File: src/rtl/cpu_pkg.sv
// Shared CPU definitions: next-PC select encodings and the default exception vector.
package cpu_pkg;

    typedef enum logic [2:0] {
        PC_SEQ  = 3'b000,
        PC_BR   = 3'b001,
        PC_JR   = 3'b010,
        PC_J    = 3'b011,
        PC_CALL = 3'b100,
        PC_RET  = 3'b101,
        PC_ERET = 3'b110,
        PC_RSVD = 3'b111
    } pc_src_e;

    localparam logic [31:0] EXC_VEC_DEFAULT = 32'h0000_0080;

endpackage

File: src/rtl/ras_stack.sv
// Circular return-address stack. A push while full silently overwrites the oldest
// entry, and a pop while empty leaves the stack alone; both raise a one-cycle pulse.
module ras_stack #(
    parameter int W     = 32,
    parameter int DEPTH = 4
) (
    input  logic                     clk,
    input  logic                     reset,
    input  logic                     push,
    input  logic                     pop,
    input  logic [W-1:0]             din,
    output logic [W-1:0]             top,
    output logic [$clog2(DEPTH):0]   cnt,
    output logic                     ovf,
    output logic                     unf
);

    localparam int PW = $clog2(DEPTH);
    localparam logic [PW-1:0] PTR_ONE = PW'(1);
    localparam logic [PW:0]   CNT_ONE = (PW+1)'(1);
    localparam logic [PW:0]   FULL    = (PW+1)'(DEPTH);

    logic [W-1:0]  mem [DEPTH];
    logic [PW-1:0] ptr;

    // ptr always indexes the most recent entry; wrapping it makes the overwrite-oldest
    // behaviour fall out of the circular addressing for free.
    always_ff @(posedge clk) begin
        if (reset) begin
            ptr <= '0;
            cnt <= '0;
            ovf <= 1'b0;
            unf <= 1'b0;
        end else begin
            ovf <= 1'b0;
            unf <= 1'b0;
            if (push) begin
                ptr <= ptr + PTR_ONE;
                if (cnt == FULL) ovf <= 1'b1;
                else             cnt <= cnt + CNT_ONE;
            end else if (pop) begin
                if (cnt == '0) begin
                    unf <= 1'b1;
                end else begin
                    ptr <= ptr - PTR_ONE;
                    cnt <= cnt - CNT_ONE;
                end
            end
        end
    end

    always_ff @(posedge clk) begin
        if (push && !reset) mem[ptr + PTR_ONE] <= din;
    end

    assign top = mem[ptr];

endmodule

File: src/rtl/pc_seq_unit.sv
// Program counter with branch/jump/call/return selection, exception entry/return
// through an EPC register, and registered status pulses.
module pc_seq_unit
    import cpu_pkg::*;
#(
    parameter int          W         = 32,
    parameter int          ADDR_BITS = 26,
    parameter int          RAS_DEPTH = 4,
    parameter logic [31:0] EXC_VEC   = EXC_VEC_DEFAULT
) (
    input  logic                          clk,
    input  logic                          reset,
    input  logic [W-1:0]                  init,
    input  logic                          pc_we,
    input  logic [2:0]                    pc_src,
    input  logic [W-1:0]                  ext,
    input  logic [W-1:0]                  rs,
    input  logic [31:0]                   op,
    input  logic                          exc_req,
    output logic [W-1:0]                  pc0,
    output logic [W-1:0]                  pc4,
    output logic [W-1:0]                  epc,
    output logic [$clog2(RAS_DEPTH):0]    ras_cnt,
    output logic                          ras_ovf,
    output logic                          ras_unf,
    output logic                          misalign,
    output logic                          illegal
);

    localparam logic [W-1:0] EXC_ADDR = W'(EXC_VEC);
    localparam logic [W-1:0] LOW_MASK = W'((64'd1 << (ADDR_BITS + 2)) - 64'd1);
    localparam logic [W-1:0] FOUR     = W'(4);

    logic [W-1:0] pc;
    logic [W-1:0] pc_nxt;
    logic [W-1:0] epc_nxt;
    logic [W-1:0] jmp_tgt;
    logic [W-1:0] rs_tgt;
    logic [W-1:0] ras_top;
    logic         push;
    logic         pop;
    logic         mis_nxt;
    logic         ill_nxt;

    assign pc0     = pc;
    assign pc4     = pc + FOUR;
    assign jmp_tgt = (pc & ~LOW_MASK) | W'({op[ADDR_BITS-1:0], 2'b00});
    assign rs_tgt  = {rs[W-1:2], 2'b00};

    // Exception entry outranks any instruction-driven PC update, including RAS traffic.
    always_comb begin
        pc_nxt  = pc;
        epc_nxt = epc;
        push    = 1'b0;
        pop     = 1'b0;
        mis_nxt = 1'b0;
        ill_nxt = 1'b0;
        if (exc_req) begin
            epc_nxt = pc;
            pc_nxt  = EXC_ADDR;
        end else if (pc_we) begin
            case (pc_src_e'(pc_src))
                PC_SEQ:  pc_nxt = pc + FOUR;
                PC_BR:   pc_nxt = pc + (ext << 2);
                PC_JR: begin
                    pc_nxt  = rs_tgt;
                    mis_nxt = (rs[1:0] != 2'b00);
                end
                PC_J:    pc_nxt = jmp_tgt;
                PC_CALL: begin
                    pc_nxt = jmp_tgt;
                    push   = 1'b1;
                end
                PC_RET: begin
                    pop    = 1'b1;
                    pc_nxt = (ras_cnt != '0) ? ras_top : rs_tgt;
                end
                PC_ERET: pc_nxt = epc;
                default: ill_nxt = 1'b1;
            endcase
        end
    end

    always_ff @(posedge clk) begin
        if (reset) begin
            pc       <= init;
            epc      <= '0;
            misalign <= 1'b0;
            illegal  <= 1'b0;
        end else begin
            pc       <= pc_nxt;
            epc      <= epc_nxt;
            misalign <= mis_nxt;
            illegal  <= ill_nxt;
        end
    end

    ras_stack #(
        .W     (W),
        .DEPTH (RAS_DEPTH)
    ) u_ras (
        .clk   (clk),
        .reset (reset),
        .push  (push),
        .pop   (pop),
        .din   (pc4),
        .top   (ras_top),
        .cnt   (ras_cnt),
        .ovf   (ras_ovf),
        .unf   (ras_unf)
    );

endmodule

File: config.mk
export PLATFORM = sky130hd
export DESIGN_NAME = pc_seq_unit
export DESIGN_NICKNAME = d
export VERILOG_FILES = /design/src/rtl/cpu_pkg.sv /design/src/rtl/ras_stack.sv /design/src/rtl/pc_seq_unit.sv
export SDC_FILE = /design/constraint.sdc
export NUM_CORES = 1
export LEC_CHECK = 0
export CAP_MARGIN = 5
export CELL_PAD_IN_SITES_DETAIL_PLACEMENT = 2
export CELL_PAD_IN_SITES_GLOBAL_PLACEMENT = 2
export CORE_MARGIN = 2
export CORE_UTILIZATION = 34
export CTS_BUF_LIST = sky130_fd_sc_hd__clkbuf_4
export CTS_CLUSTER_SIZE = 20
export DETAILED_ROUTE_END_ITERATION = 12
export PLACE_DENSITY_LB_ADDON = 0.1
export SLEW_MARGIN = 0
export SYNTH_ARGS = -nofsm -noshare
export SYNTH_HDL_FRONTEND = slang
export SYNTH_HIERARCHICAL = 1
export SYNTH_SLANG_ARGS = --single-unit
File: constraint.sdc
create_clock -name clk -period 5 [get_ports clk]
set_clock_uncertainty 0.2 [all_clocks]
set_input_delay 1 -clock clk [delete_from_list [all_inputs] [get_ports clk]]
set_output_delay 1 -clock clk [all_outputs]
set_load 0.005 [all_outputs]
* Word-level counts from Yosys, hierarchy flattened
Memories as Yosys holds them, arrays and structs flattened. A register that Yosys moved wholly into a read port is not among the register bits.
Cells that the tools add are included.
** Storage, ports and cells
- Flip-flop bits (word level) :: 73
- Bits in writable memories :: 128
- Input bits :: 135
- Output and inout port bits :: 103
- Word-level logic and storage cells :: 72
- Memories kept :: 1
** Memory list
- u_ras.mem :: depth 4, bits a word 32, rd ports 1, clocked after memory_dff 1, wr ports 1, line ras_stack.sv:23 : logic [W-1:0] mem [DEPTH];
** Operators by class
- $add $sub $neg :: 6
- Equal/unequal tests :: 9
- Multiplexer cells :: 25
- Bitwise logic cells :: 5
- Reduce and logical (&&, ||, !) cells :: 18
** Operators by type and width (count)
- 32-bit one-hot mux with 6 select lines :: 1
- 32-bit 2-to-1 mux :: 4
- 32-bit by 3-bit adder with 32-bit output (second input constant) :: 1
- 32-bit adder :: 1
- 32-bit by 28-bit OR with 32-bit output :: 1
- 3-bit equality test (second input constant) :: 4
- 3-bit 2-to-1 mux :: 4
- 1-bit 2-to-1 mux :: 11
- 2-bit 2-to-1 mux :: 5
- 8-bit nonzero test :: 1
- 7-bit OR reduction :: 1
- 3-bit by 2-bit equality test with 1-bit output (second input constant) :: 2
- 3-bit zero test :: 2
- 3-bit nonzero test :: 2
- 3-bit OR reduction :: 2
- 1-bit inverter :: 4
- 2-bit AND reduction :: 2
- 2-bit nonzero test :: 2
- 2-bit OR reduction :: 2
- 4-bit OR reduction :: 1
- 3-bit by 1-bit adder with 3-bit output (second input constant) :: 1
- 3-bit by 1-bit equality test with 1-bit output (second input constant) :: 1
- 3-bit AND reduction :: 1
- 3-bit by 1-bit subtractor with 3-bit output (second input constant) :: 1
- other kinds (6) :: 6

* Longest topological paths before layout
- Depth after elaboration :: 8
- Mapped depth :: 11
- Gate-level depth less buffers :: 11

* By module
Netlist, hierarchy kept.
** By module, submodules not included
- pc_seq_unit :: times used 1, cells an instance 826, area each 6318.6 um2, seq. area each 1641.6 um2
- ras_stack :: times used 1, cells an instance 221, area each 5152.4 um2, seq. area each 4023.9 um2

* Worst setup path before layout
OpenSTA, ideal clock, no wires.
- Path type :: input to register
- Start :: input pc_src[2]
- End :: memory u_ras.mem[0][0], enable pin
- Library setup time :: 392 ps
- Arrival :: 3292 ps
- Data required time :: 4408 ps
- Path slack :: 1116 ps
- Stages on the path :: 9
- Path buffers :: 4
- Cell sequence :: clkbuf_1 > clkbuf_1 > clkbuf_1 > nand2_1 > nor3b_1 > buf_2 > inv_2 > nor2_1 > and2_1
** Between the ends
- Word-level cells in the longest chain between the ends :: 7
** RTL lines
- start: declaration :: line pc_seq_unit.sv:15 : input logic [2:0] pc_src,
- 3-bit equality test :: line pc_seq_unit.sv:62 : case (pc_src_e'(pc_src))
- 1-bit 2-to-1 mux :: line pc_seq_unit.sv:62
- 1-bit 2-to-1 mux :: line pc_seq_unit.sv:61 : end else if (pc_we) begin
- 1-bit 2-to-1 mux :: line pc_seq_unit.sv:58 : if (exc_req) begin
- net push :: line pc_seq_unit.sv:40 : logic push;
- 1-bit logical AND :: line ras_stack.sv:53 : if (push && !reset) mem[ptr + PTR_ONE] <= din;
- 1-bit 2-to-1 mux :: line ras_stack.sv:53
- 1-bit 2-to-1 mux (not written as such) :: line ras_stack.sv:53
- end: declaration :: line ras_stack.sv:23
The timed path passes the listed nets, and every way through them passes these cells.

* Worst setup path in the final report
- Start :: register pc[11], in the netlist pc0[11]
- End :: output pc4[26]
** Between the ends
- Word-level cells in the longest chain between the ends :: 1
** RTL lines
- start: declaration :: line pc_seq_unit.sv:34 : logic [W-1:0] pc;
- start signal: assignment :: line pc_seq_unit.sv:86 : pc <= init;
- start signal: assignment :: line pc_seq_unit.sv:91 : pc <= pc_nxt;
- 32-bit by 3-bit adder with 32-bit output :: line pc_seq_unit.sv:46 : assign pc4 = pc + FOUR;
- end: declaration :: line pc_seq_unit.sv:21 : output logic [W-1:0] pc4,
Every way passes these cells.

==> run metrics <==
status finished, final reports clean; FMAX roughly 0.21 GHz; YS warnings 6; Crit Path Max Fanout 9; Psw approximately 1.4 mW; share of flip-flops with an asynchronous set or reset 0%; CTS tree done; main area contributors after synthesis edfxtp_1 42%, dfxtp_1 7.5%, mux4_2 6.3%, ha_1 3.7%, mux2i_1 3.4%; TritonCTS Buffers a little under 60; reg-to-reg startpoint pc0[2]; TritonRoute pass-1 iters 5; Worst R2R Path Depth 12; GP Congestion 0.8350; largest net degree at the start of global routing 50; Clk pin slew, worst setup/hold paths 0.07 ns; Max Cap Violations 0; Worst Hold Launch epc[3]; clk_lat worst skew 0.72 ns; wire length per cell ~27 um; top layer in use met4; Worst Hold Depth 2; CP arrival 3.60 ns; Sw Share 31.43%; top_reg_cell synth edfxtp_1; Post-Syn Nets 1218; Synth Register Bits just over 200; cell family contributing the most delay on the critical path simple AND/OR/NAND/NOR gates; GR Util All Layers 27.59%; DR vias/cell 5.745; Tightest Hold Check Type register to register; CP Capture Type primary output; area growth from synthesis to layout 31.81%; critical path required time 3.80 ns; first-pass GRT wire length 72.81 mm; CTS H-tree lvls 2; CTS root buf clkbuf_4; Stages on worst setup path 6; worst slew pin tran between 1 and 1.5 ns; die boundary width 187.7 um; initial antenna violation count 3; Fill cells 3545; Peak VDD IR 141.2 uV; CP peak stage delay 0.63 ns; Antenna Violating Nets Remaining 0; Rows 67; max-slew violation count 0; Gate Count Post-Synth between 1000 and 1500; Worst R2R End pc0[26]; Critical Path Slowest Stage Cell clkdlybuf4s50_1; Vias 10410; Sink Count 203; cell taking the most area after synthesis edfxtp_1; minimum clock period 4.799 ns; Avg Inst Size Synth between 10 and 15 um2; Die H 187.7 um; CP Cell Sequence nand4_2 > nor4_4 > and3_1 > nand2_1 > xnor2_1 > clkdlybuf4s50_1; R2R setup slack 1.21 ns; Int Power 3.157 mW; kind of critical path register to primary output; relative slew slack 31.51%; Hold Slack 0.3271 ns; layout cells sized above 1 between 10% and 20%; area of the multi-input gates 0.005416 mm2; Reg power frac 43.4%; placed cells 1702; Clk network pwr share 34.0%; combinational share of power 22.6%; full die area 0.03522 mm2; pre-CTS setup slack 0.4547 ns; Leakage 5.517 nW; Post-synth EDFFs 160; P per Cell Area 304.5 mW/mm2; vias in the first global route 11270; Worst Setup SP pc0[11]; total grt overflow 0; initial DRC count 702; # Post-CTS Setup Buffers 0; core area about 0.033 mm2; Final nets 1485; Final Hold Violating Endpoints 0; Met1 Wirelength 20.77 mm; Finished Layout Cells 1812; DRC Markers 0; DP Wirelength 35.28 mm; WP buf/inv 1; synthesized area 0.01147 mm2; Netlist cell types 80; WL final 49.08 mm; CP startpoint kind register; Starting Density between 30% and 40%; sequential area share after synthesis 49.39%; Met3 Wirelength approximately 2.7 mm; Tcrit/Tclk final 95.98%; Met2 Wirelength about 25 mm; final worst slack 0.2012 ns; crit path to pc4[26]; top-area cell type share of the netlist area a little over two fifths; Ports 238; Setup-failing EPs final 0; maximum root-to-sink buffer count 3; Reg area 0.005667 mm2; Port Buffer Count 229
-- through the flow --
stage | area [um2] | util [%] | total power, mW | TNS (ns)
2_1_floorplan | 11470 | - | 2.498 | 0
3_3_place_gp | 14360 | 43.04 | 3.041 | 0
3_5_place_dp | 14360 | 43.04 | 3.066 | 0
4_1_cts | 15100 | 45.26 | 4.640 | 0
5_1_grt | 15120 | 45.32 | 4.822 | -0.02482
6_report | 15120 | 45.32 | 4.603 | 0
-- cell type report --
| cell class | instances | share of cell area [%] |
|---|---|---|
| clock buffer | 86 | 4.270 |
| antenna | 1 | 0.01655 |
| timing repair buffer | 273 | 17.43 |
| clock inverter | 23 | 0.6289 |
| inverter | 26 | 0.6455 |
| sequential | 203 | 37.48 |
| multi-input combinational | 752 | 35.82 |
| tap | 448 | 3.707 |
-- layout by cell type (no fill, tap or decap), types with 4 or more instances in the layout --
master,n
clkdlybuf4s50_1,226
edfxtp_1,160
nor2_1,101
clkbuf_4,86
o21ai_0,78
nand2_1,77
a21oi_1,70
buf_4,43
dfxtp_1,42
mux2i_1,39
ha_1,34
nand3_1,33
mux4_2,32
a221oi_1,25
inv_1,24
xnor2_1,24
or3_1,23
xor2_1,22
clkinv_1,18
a31oi_1,16
a21o_1,14
o211ai_1,14
nor3_1,13
nand4_1,11
and2_1,9
a22oi_1,9
and3_1,7
a211oi_1,7
nand2b_1,5
o21a_1,4
o21ai_1,4
o21bai_1,4
nor3b_1,4
clkinv_2,4
-- cells in the mapped netlist, types with 7 or more instances --
cell,count
edfxtp_1,160
nor2_1,101
o21ai_0,78
nand2_1,77
a21oi_1,70
clkbuf_1,43
dfxtp_1,43
mux2i_1,39
ha_1,34
nand3_1,33
mux4_2,32
a221oi_1,25
xnor2_1,25
inv_1,24
or3_1,23
xor2_1,23
a31oi_1,16
a21o_1,14
nor3_1,14
o211ai_1,14
nand4_1,11
buf_1,10
a22oi_1,9
and2_1,9
a211oi_1,7
and3_1,7
buf_2,7
-- worst min path at each step --
stage / end / slack (ns)
after floorplan: epc[2] / 0.30
after global placement: epc[10] / 0.31
after detailed placement: epc[3] / 0.31
after CTS: epc[3] / 0.33
after global routing: epc[31] / 0.37
final: epc[3] / 0.33
-- sequential cells by signal (all words and copies together), names as in the netlist, named ones only --
signal / flops
u_ras/ptr: 2
pc0: 32
illegal: 1
epc: 32
u_ras/ovf: 1
misalign: 1
u_ras/cnt: 3
u_ras/mem: 128
u_ras/unf: 1
-- repair_timing --
item                       CTS  global route
setup endpoints to repair    0             2
hold endpoints to repair     0             0
gates resized for setup      0             2
hold buffers                 0             0
-- metal layers --
metal	track usage, %	vias to the layer above
met2	48.43	404
met5	0	-
met4	7.147	0
li1	-	4585
met3	4.061	60
met1	35.61	5361
-- power by group through the flow --
stage / logic [mW] / registers [mW] / clock network, mW
floorplan: 0.504 / 1.99 / 0
global placement: 1.01 / 2.03 / 0
detailed placement: 1.03 / 2.03 / 0
CTS: 1.04 / 2.00 / 1.60
global route: 1.12 / 2.00 / 1.70
finish: 1.04 / 2.00 / 1.57
-- tightest hold or removal path: stages, from the launching register on --
cell and delay (ns):
dfxtp_1 0.35, mux2i_1 0.07, nor2_1 0.07
-- logic make-up (layout without fill, tap and decap cells) --
family,after synthesis,after routing,share of synthesized area [%]
fa+ha+maj,36,36,4.058
compound gates,285,285,16.21
simple gates,310,310,13.07
buf+inv,92,408,3.643
flops,203,203,49.39
mux,71,71,9.686
other cells,0,1,0
xor+xnor,50,50,3.949
Note: power is estimated with default switching activity, not from simulation.
